`src/rtl/mux_sel_scheduler_if.sv`:
```
// Request/grant/sample bundle between requesters, the mux datapath
// and the round-robin select scheduler.
interface mux_sel_scheduler_if #(
  parameter int N_CH  = 8,
  parameter int SEL_W = 3
);
  logic             enable;
  logic [N_CH-1:0]  req;
  logic             mux_out;
  logic [SEL_W-1:0] sel;
  logic [N_CH-1:0]  grant;
  logic             busy;
  logic             sample_valid;
  logic [SEL_W-1:0] sample_ch;
  logic             sample_bit;

  modport master (
    output enable, req, mux_out,
    input  sel, grant, busy,
    input  sample_valid, sample_ch, sample_bit
  );

  modport slave (
    input  enable, req, mux_out,
    output sel, grant, busy,
    output sample_valid, sample_ch, sample_bit
  );
endinterface

```
`src/rtl/mux_sel_scheduler.sv`:
```
// Round-robin owner of the 8:1 mux select: grants one channel for a
// fixed dwell, samples mux_out after a settle delay, tags it by channel.
module mux_sel_scheduler #(
  parameter int N_CH        = 8,
  parameter int SEL_W       = 3,
  parameter int HOLD_CYCLES = 4,
  parameter int SAMPLE_DLY  = 1
) (
  input  logic clock,
  input  logic reset_n,
  mux_sel_scheduler_if.slave bus
);
  localparam int CNT_W = $clog2(HOLD_CYCLES + 1);
  localparam logic [CNT_W-1:0] SMP_LAST = CNT_W'(SAMPLE_DLY - 1);
  localparam logic [CNT_W-1:0] HLD_LAST = CNT_W'(HOLD_CYCLES - 1);
  localparam logic [N_CH-1:0]  ONE      = {{(N_CH-1){1'b0}}, 1'b1};
  localparam logic [SEL_W-1:0] LAST_RST = SEL_W'(N_CH - 1);

  typedef enum logic [1:0] {
    IDLE,
    SETTLE,
    HOLD
  } state_t;

  state_t           state;
  state_t           state_n;
  logic [CNT_W-1:0] cnt;
  logic [SEL_W-1:0] last;
  logic [SEL_W-1:0] pick;
  logic [SEL_W-1:0] idx;
  logic             found;
  logic             start;
  logic             cap;
  logic             done;

  // Search last+1 .. last+N_CH; SEL_W arithmetic wraps mod N_CH.
  always_comb begin
    pick  = '0;
    found = 1'b0;
    idx   = '0;
    for (int i = 1; i <= N_CH; i++) begin
      idx = last + SEL_W'(i);
      if (!found && bus.req[idx]) begin
        pick  = idx;
        found = 1'b1;
      end
    end
  end

  always_ff @(posedge clock or negedge reset_n) begin
    if (!reset_n) state <= IDLE;
    else          state <= state_n;
  end

  always_comb begin
    state_n = state;
    start   = 1'b0;
    cap     = 1'b0;
    done    = 1'b0;
    unique case (state)
      IDLE: begin
        if (bus.enable && found) begin
          start   = 1'b1;
          state_n = SETTLE;
        end
      end
      SETTLE: begin
        if (cnt == SMP_LAST) begin
          cap     = 1'b1;
          state_n = HOLD;
        end
      end
      HOLD: begin
        if (cnt == HLD_LAST) begin
          done    = 1'b1;
          state_n = IDLE;
        end
      end
      default: state_n = IDLE;
    endcase
  end

  always_ff @(posedge clock or negedge reset_n) begin
    if (!reset_n) begin
      bus.sel          <= '0;
      bus.grant        <= '0;
      bus.busy         <= 1'b0;
      bus.sample_valid <= 1'b0;
      bus.sample_ch    <= '0;
      bus.sample_bit   <= 1'b0;
      last             <= LAST_RST;
      cnt              <= '0;
    end else begin
      bus.sample_valid <= cap;
      if (start) begin
        bus.sel   <= pick;
        bus.grant <= ONE << pick;
        bus.busy  <= 1'b1;
        last      <= pick;
        cnt       <= '0;
      end else if (state != IDLE) begin
        cnt <= cnt + 1'b1;
      end
      if (cap) begin
        bus.sample_bit <= bus.mux_out;
        bus.sample_ch  <= bus.sel;
      end
      if (done) begin
        bus.grant <= '0;
        bus.busy  <= 1'b0;
      end
    end
  end
endmodule

```
`src/flat_wrapper.sv`:
```
// flat-port wrapper written by rule: the top's interface ports become plain ports
module mux_sel_scheduler_flat 
#(
  parameter int N_CH        = 8,
  parameter int SEL_W       = 3,
  parameter int HOLD_CYCLES = 4,
  parameter int SAMPLE_DLY  = 1
)
  (clock, reset_n, bus_enable, bus_req, bus_mux_out, bus_sel, bus_grant, bus_busy, bus_sample_valid, bus_sample_ch, bus_sample_bit);
  mux_sel_scheduler_if #(.N_CH(N_CH), .SEL_W(SEL_W)) bus_i ();
  input  logic clock;
  input  logic reset_n;
  input wire logic [$bits(bus_i.enable)-1:0] bus_enable;
  input wire logic [$bits(bus_i.req)-1:0] bus_req;
  input wire logic [$bits(bus_i.mux_out)-1:0] bus_mux_out;
  output wire logic [$bits(bus_i.sel)-1:0] bus_sel;
  output wire logic [$bits(bus_i.grant)-1:0] bus_grant;
  output wire logic [$bits(bus_i.busy)-1:0] bus_busy;
  output wire logic [$bits(bus_i.sample_valid)-1:0] bus_sample_valid;
  output wire logic [$bits(bus_i.sample_ch)-1:0] bus_sample_ch;
  output wire logic [$bits(bus_i.sample_bit)-1:0] bus_sample_bit;
  assign bus_i.enable = bus_enable;
  assign bus_i.req = bus_req;
  assign bus_i.mux_out = bus_mux_out;
  assign bus_sel = bus_i.sel;
  assign bus_grant = bus_i.grant;
  assign bus_busy = bus_i.busy;
  assign bus_sample_valid = bus_i.sample_valid;
  assign bus_sample_ch = bus_i.sample_ch;
  assign bus_sample_bit = bus_i.sample_bit;
  mux_sel_scheduler #(.N_CH(N_CH), .SEL_W(SEL_W), .HOLD_CYCLES(HOLD_CYCLES), .SAMPLE_DLY(SAMPLE_DLY)) u_core (.clock(clock), .reset_n(reset_n), .bus(bus_i));
endmodule
```
`config.mk`:
```
export PLATFORM = sky130hd
export DESIGN_NAME = mux_sel_scheduler_flat
export DESIGN_NICKNAME = d
export VERILOG_FILES = /design/src/rtl/mux_sel_scheduler_if.sv /design/src/rtl/mux_sel_scheduler.sv /design/src/flat_wrapper.sv
export SDC_FILE = /design/constraint.sdc
export NUM_CORES = 1
export LEC_CHECK = 0
export CAP_MARGIN = 10
export CELL_PAD_IN_SITES_DETAIL_PLACEMENT = 1
export CELL_PAD_IN_SITES_GLOBAL_PLACEMENT = 1
export CORE_MARGIN = 2
export CORE_UTILIZATION = 46
export DETAILED_ROUTE_END_ITERATION = 16
export PLACE_DENSITY = 0.87
export SYNTH_ARGS = -nofsm -noshare
export SYNTH_HDL_FRONTEND = slang
export SYNTH_SLANG_ARGS = --single-unit
```
`constraint.sdc`:
```
create_clock -name clock -period 11.1 [get_ports clock]
set_clock_uncertainty 0.2 [all_clocks]
set_input_delay 1.665 -clock clock [delete_from_list [all_inputs] [get_ports clock]]
set_output_delay 1.665 -clock clock [all_outputs]
set_load 0.05 [all_outputs]
```
==> results.py <==
metrics = {
    "clock_network": {
        "numCtsBuffers": 3,
        "cts_tree": "yes",
        "post_cts_buffers": 0,
        "cts_max_path_buffers": 2,
        "cts_max_level": 1,
        "path_clk_slew_ps": 80,
        "root_buffer": "clkbuf_8",
        "clk_latency_ps": 270,
        "cts.sinks": 25,
        "ctsResizeCount": 0,
        "cts-hold-fix-buffers": 0,
    },
    "timing": {
        "layout_min_cycle_time_ps": 4630,
        "maxSlewViolCount": 0,
        "hold_violations": 0,
        "rsz0062_at_grt": "no",
        "worst_pin_slew_ps": 1010,
        "setup_viol": 0,
        "finalSetupTns_ps": 0,
        "relSlewSlack": 0.327,
        "fin_crit_sh": 0.417,
        "fmax_mhz": 216,
    },
    "floorplanning": {
        "dieWidth_um": 70.5,
        "io-pin-count": 29,
        "core_area_um2": 4290,
        "die_h_um": 70.5,
        "initial_core_util": 0.474,
        "dieArea_um2": 4970,
        "rows": 24,
    },
    "yosys": {
        "synth_cell_types": 60,
        "yosys_warnings": 0,
        "syn_area_um2": 2040,
        "synth_top_family_by_area": "compound AO/OA/AOI/OAI gates",
        "synth_top_area_share": 0.270,
        "synthTopCellsByArea": "dfrtp_1 (27%), mux4_2 (8.9%), mux2_2 (6.1%)",
        "synthMuxAreaShare": 0.234,
        "synth_nets": 211,
        "yosys.area_share.simple": 0.126,
        "synth_compound_area_frac": 0.238,
        "synth.top_cells.by_count": "dfrtp_1 (22), nor2_1 (19), mux2_2 (11), o21ai_0 (11), inv_1 (9)",
        "synth-edff-count": 0,
        "yosysMostFrequentCell": "dfrtp_1",
        "yosys.area.top_type": "dfrtp_1",
        "netlist_instances": 194,
        "ys_ff_latch": 25,
        "synth-xor-area-share": 0.0129,
        "ys_seq_area_frac": 0.309,
        "synth_fa_ha_area_frac": 0.0307,
        "synth_top_flop_cell": "dfrtp_1",
        "synthArstFlopShare": 1.00,
        "synth_area_per_cell_um2": 10.5,
    },
    "setup_path": {
        "slowest_delay_ps": 620,
        "cpLargestDelayFamily": "multiplexers",
        "critPathBufInv": 2,
        "worstPathRequired_ps": 11060,
        "cp_slowest_cell": "mux4_1",
        "crit_arrival_ps": 4590,
        "crit_path_end_kind": "flip-flop",
        "regToRegSetupSlack_ps": 6840,
        "path_class": "in -> reg",
        "startpoint_type": "input pin",
        "path_max_fanout": 11,
        "path_cells": "clkdlybuf4s50_1 > mux4_1 > mux2_4 > nand2b_4 > o41ai_4 > nor3_1 > clkbuf_4 > nor2b_4 > a32o_1",
    },
    "detailed_routing": {
        "drt_wl_total_um": 5250,
        "vias": 1673,
        "first_iter_violations": 102,
        "drc": 0,
        "drtPass1Iterations": 4,
        "avgRoutedWirePerCell_um": 19.4,
        "routed_via_density": 6.20,
        "ant_nets": 0,
    },
    "place": {
        "place.gp.congestion": 0.815,
        "port_buffers": 28,
        "place_area_um2": 2320,
        "hpwl_um": 3870,
    },
    "layout": {
        "design_area_um2": 2390,
        "syn2layout_area_growth_pct": 17.2,
        "multi_input_area_um2": 1310,
        "fin_nets": 236,
        "num_antenna_cells": 0,
        "fillers": 475,
        "drive_gt1_frac": 0.193,
        "seq_area_um2": 629,
    },
    "global_route": {
        "grtUsageTotal": 0.217,
        "antenna_found_initial": 0,
        "grt_pass1_vias": 1662,
        "grt_max_degree": 26,
        "grt_pass1_wl_um": 8590,
        "globalRoute.totalOverflow": 0,
    },
    "job": {
        "maxCapViolations": 0,
    },
    "hold_path": {
        "hold_path_class": "reg -> reg",
    },
    "run_status": {
        "outcome": "finished clean",
    },
}
## final cells by class
cell class	count	share of cell area
timing repair buffer	30	0.127
sequential	25	0.264
tap	52	0.0273
inverter	10	0.0157
multi-input combinational	149	0.547
clock buffer	4	0.0189
## placed cells by master, fill, tap and decap left out, drive strengths merged, types with 3 or more instances in the layout
cell / Yosys / final
clkdlybuf4s50: 0 / 28
dfrtp: 22 / 22
nor2: 20 / 20
mux2: 13 / 13
o21ai: 11 / 11
inv: 10 / 10
nand2: 9 / 9
mux4: 9 / 9
mux2i: 9 / 9
a21oi: 7 / 7
a32o: 6 / 6
nor2b: 6 / 6
o31ai: 5 / 5
ha: 5 / 5
clkbuf: 2 / 5
a22o: 4 / 4
nand3: 4 / 4
nand2b: 4 / 4
a22oi: 3 / 3
dfstp: 3 / 3
a32oi: 3 / 3
## flip-flops by register name, summed over array words and instances, names as in the netlist
signal / count
u_core.bus.sample_bit: 1
u_core.state: 2
u_core.bus.sel: 3
u_core.bus.busy: 1
u_core.bus.sample_valid: 1
u_core.cnt: 3
u_core.bus.sample_ch: 3
u_core.bus.grant: 8
u_core.last: 3
## worst reg2reg max path: stages (launching register included)
cell and delay, ps:
dfstp_2 820, inv_1 160, ha_1 580, mux4_2 670, mux2i_4 320, nand2b_4 90, o41ai_4 520, nor3_1 140
clkbuf_4 220, nor2b_4 150, a32o_1 280
## per-layer routing
| layer | share of wire | GRT usage | up-vias | routed length (um) |
|---|---|---|---|---|
| met5 | 0 | 0 | - | 0 |
| met4 | 0.0019 | 0.0299 | 0 | 10 |
| met3 | 0.029 | 0.0390 | 2 | 151 |
| met2 | 0.51 | 0.360 | 30 | 2690 |
| met1 | 0.46 | 0.306 | 848 | 2400 |
| li1 | - | - | 793 | - |
## final timing paths
| kind | start | to | cells after the start |
|---|---|---|---|
| max in group asynchronous | reset_n | u_core.last[1] | 2 |
| max reg2reg | u_core.last[0] | u_core.bus.grant[6] | 10 |
| min | u_core.bus.sample_ch[0] | u_core.bus.sample_ch[0] | 1 |
| max | bus_req[6] | u_core.bus.grant[6] | 9 |
| min in group asynchronous | reset_n | u_core.bus.sel[2] | 1 |
| min reg2reg | u_core.bus.sample_ch[0] | u_core.bus.sample_ch[0] | 1 |
## per-stage QoR
stage	hold WS [ps]	cells	utilization	setup WS [ps]
global placement	276	264	0.540	6160
CTS	312	268	0.550	6150
finish	316	270	0.556	6470
global route	347	270	0.556	6390
floorplan	268	194	-	7220
detailed placement	292	264	0.540	5890
## cell families after synthesis
logic type                 after synthesis
AOI/OAI and AO/OA                       60
and+or+nand+nor                         50
muxes                                   31
DFF                                     25
buffers and inverters                   20
adders and majority gates                5
xor gates and xnor gates                 3
Power is left out: the tool's default activity adds up to more than one toggle a clock period on the data nets, which glitch-free logic cannot reach.
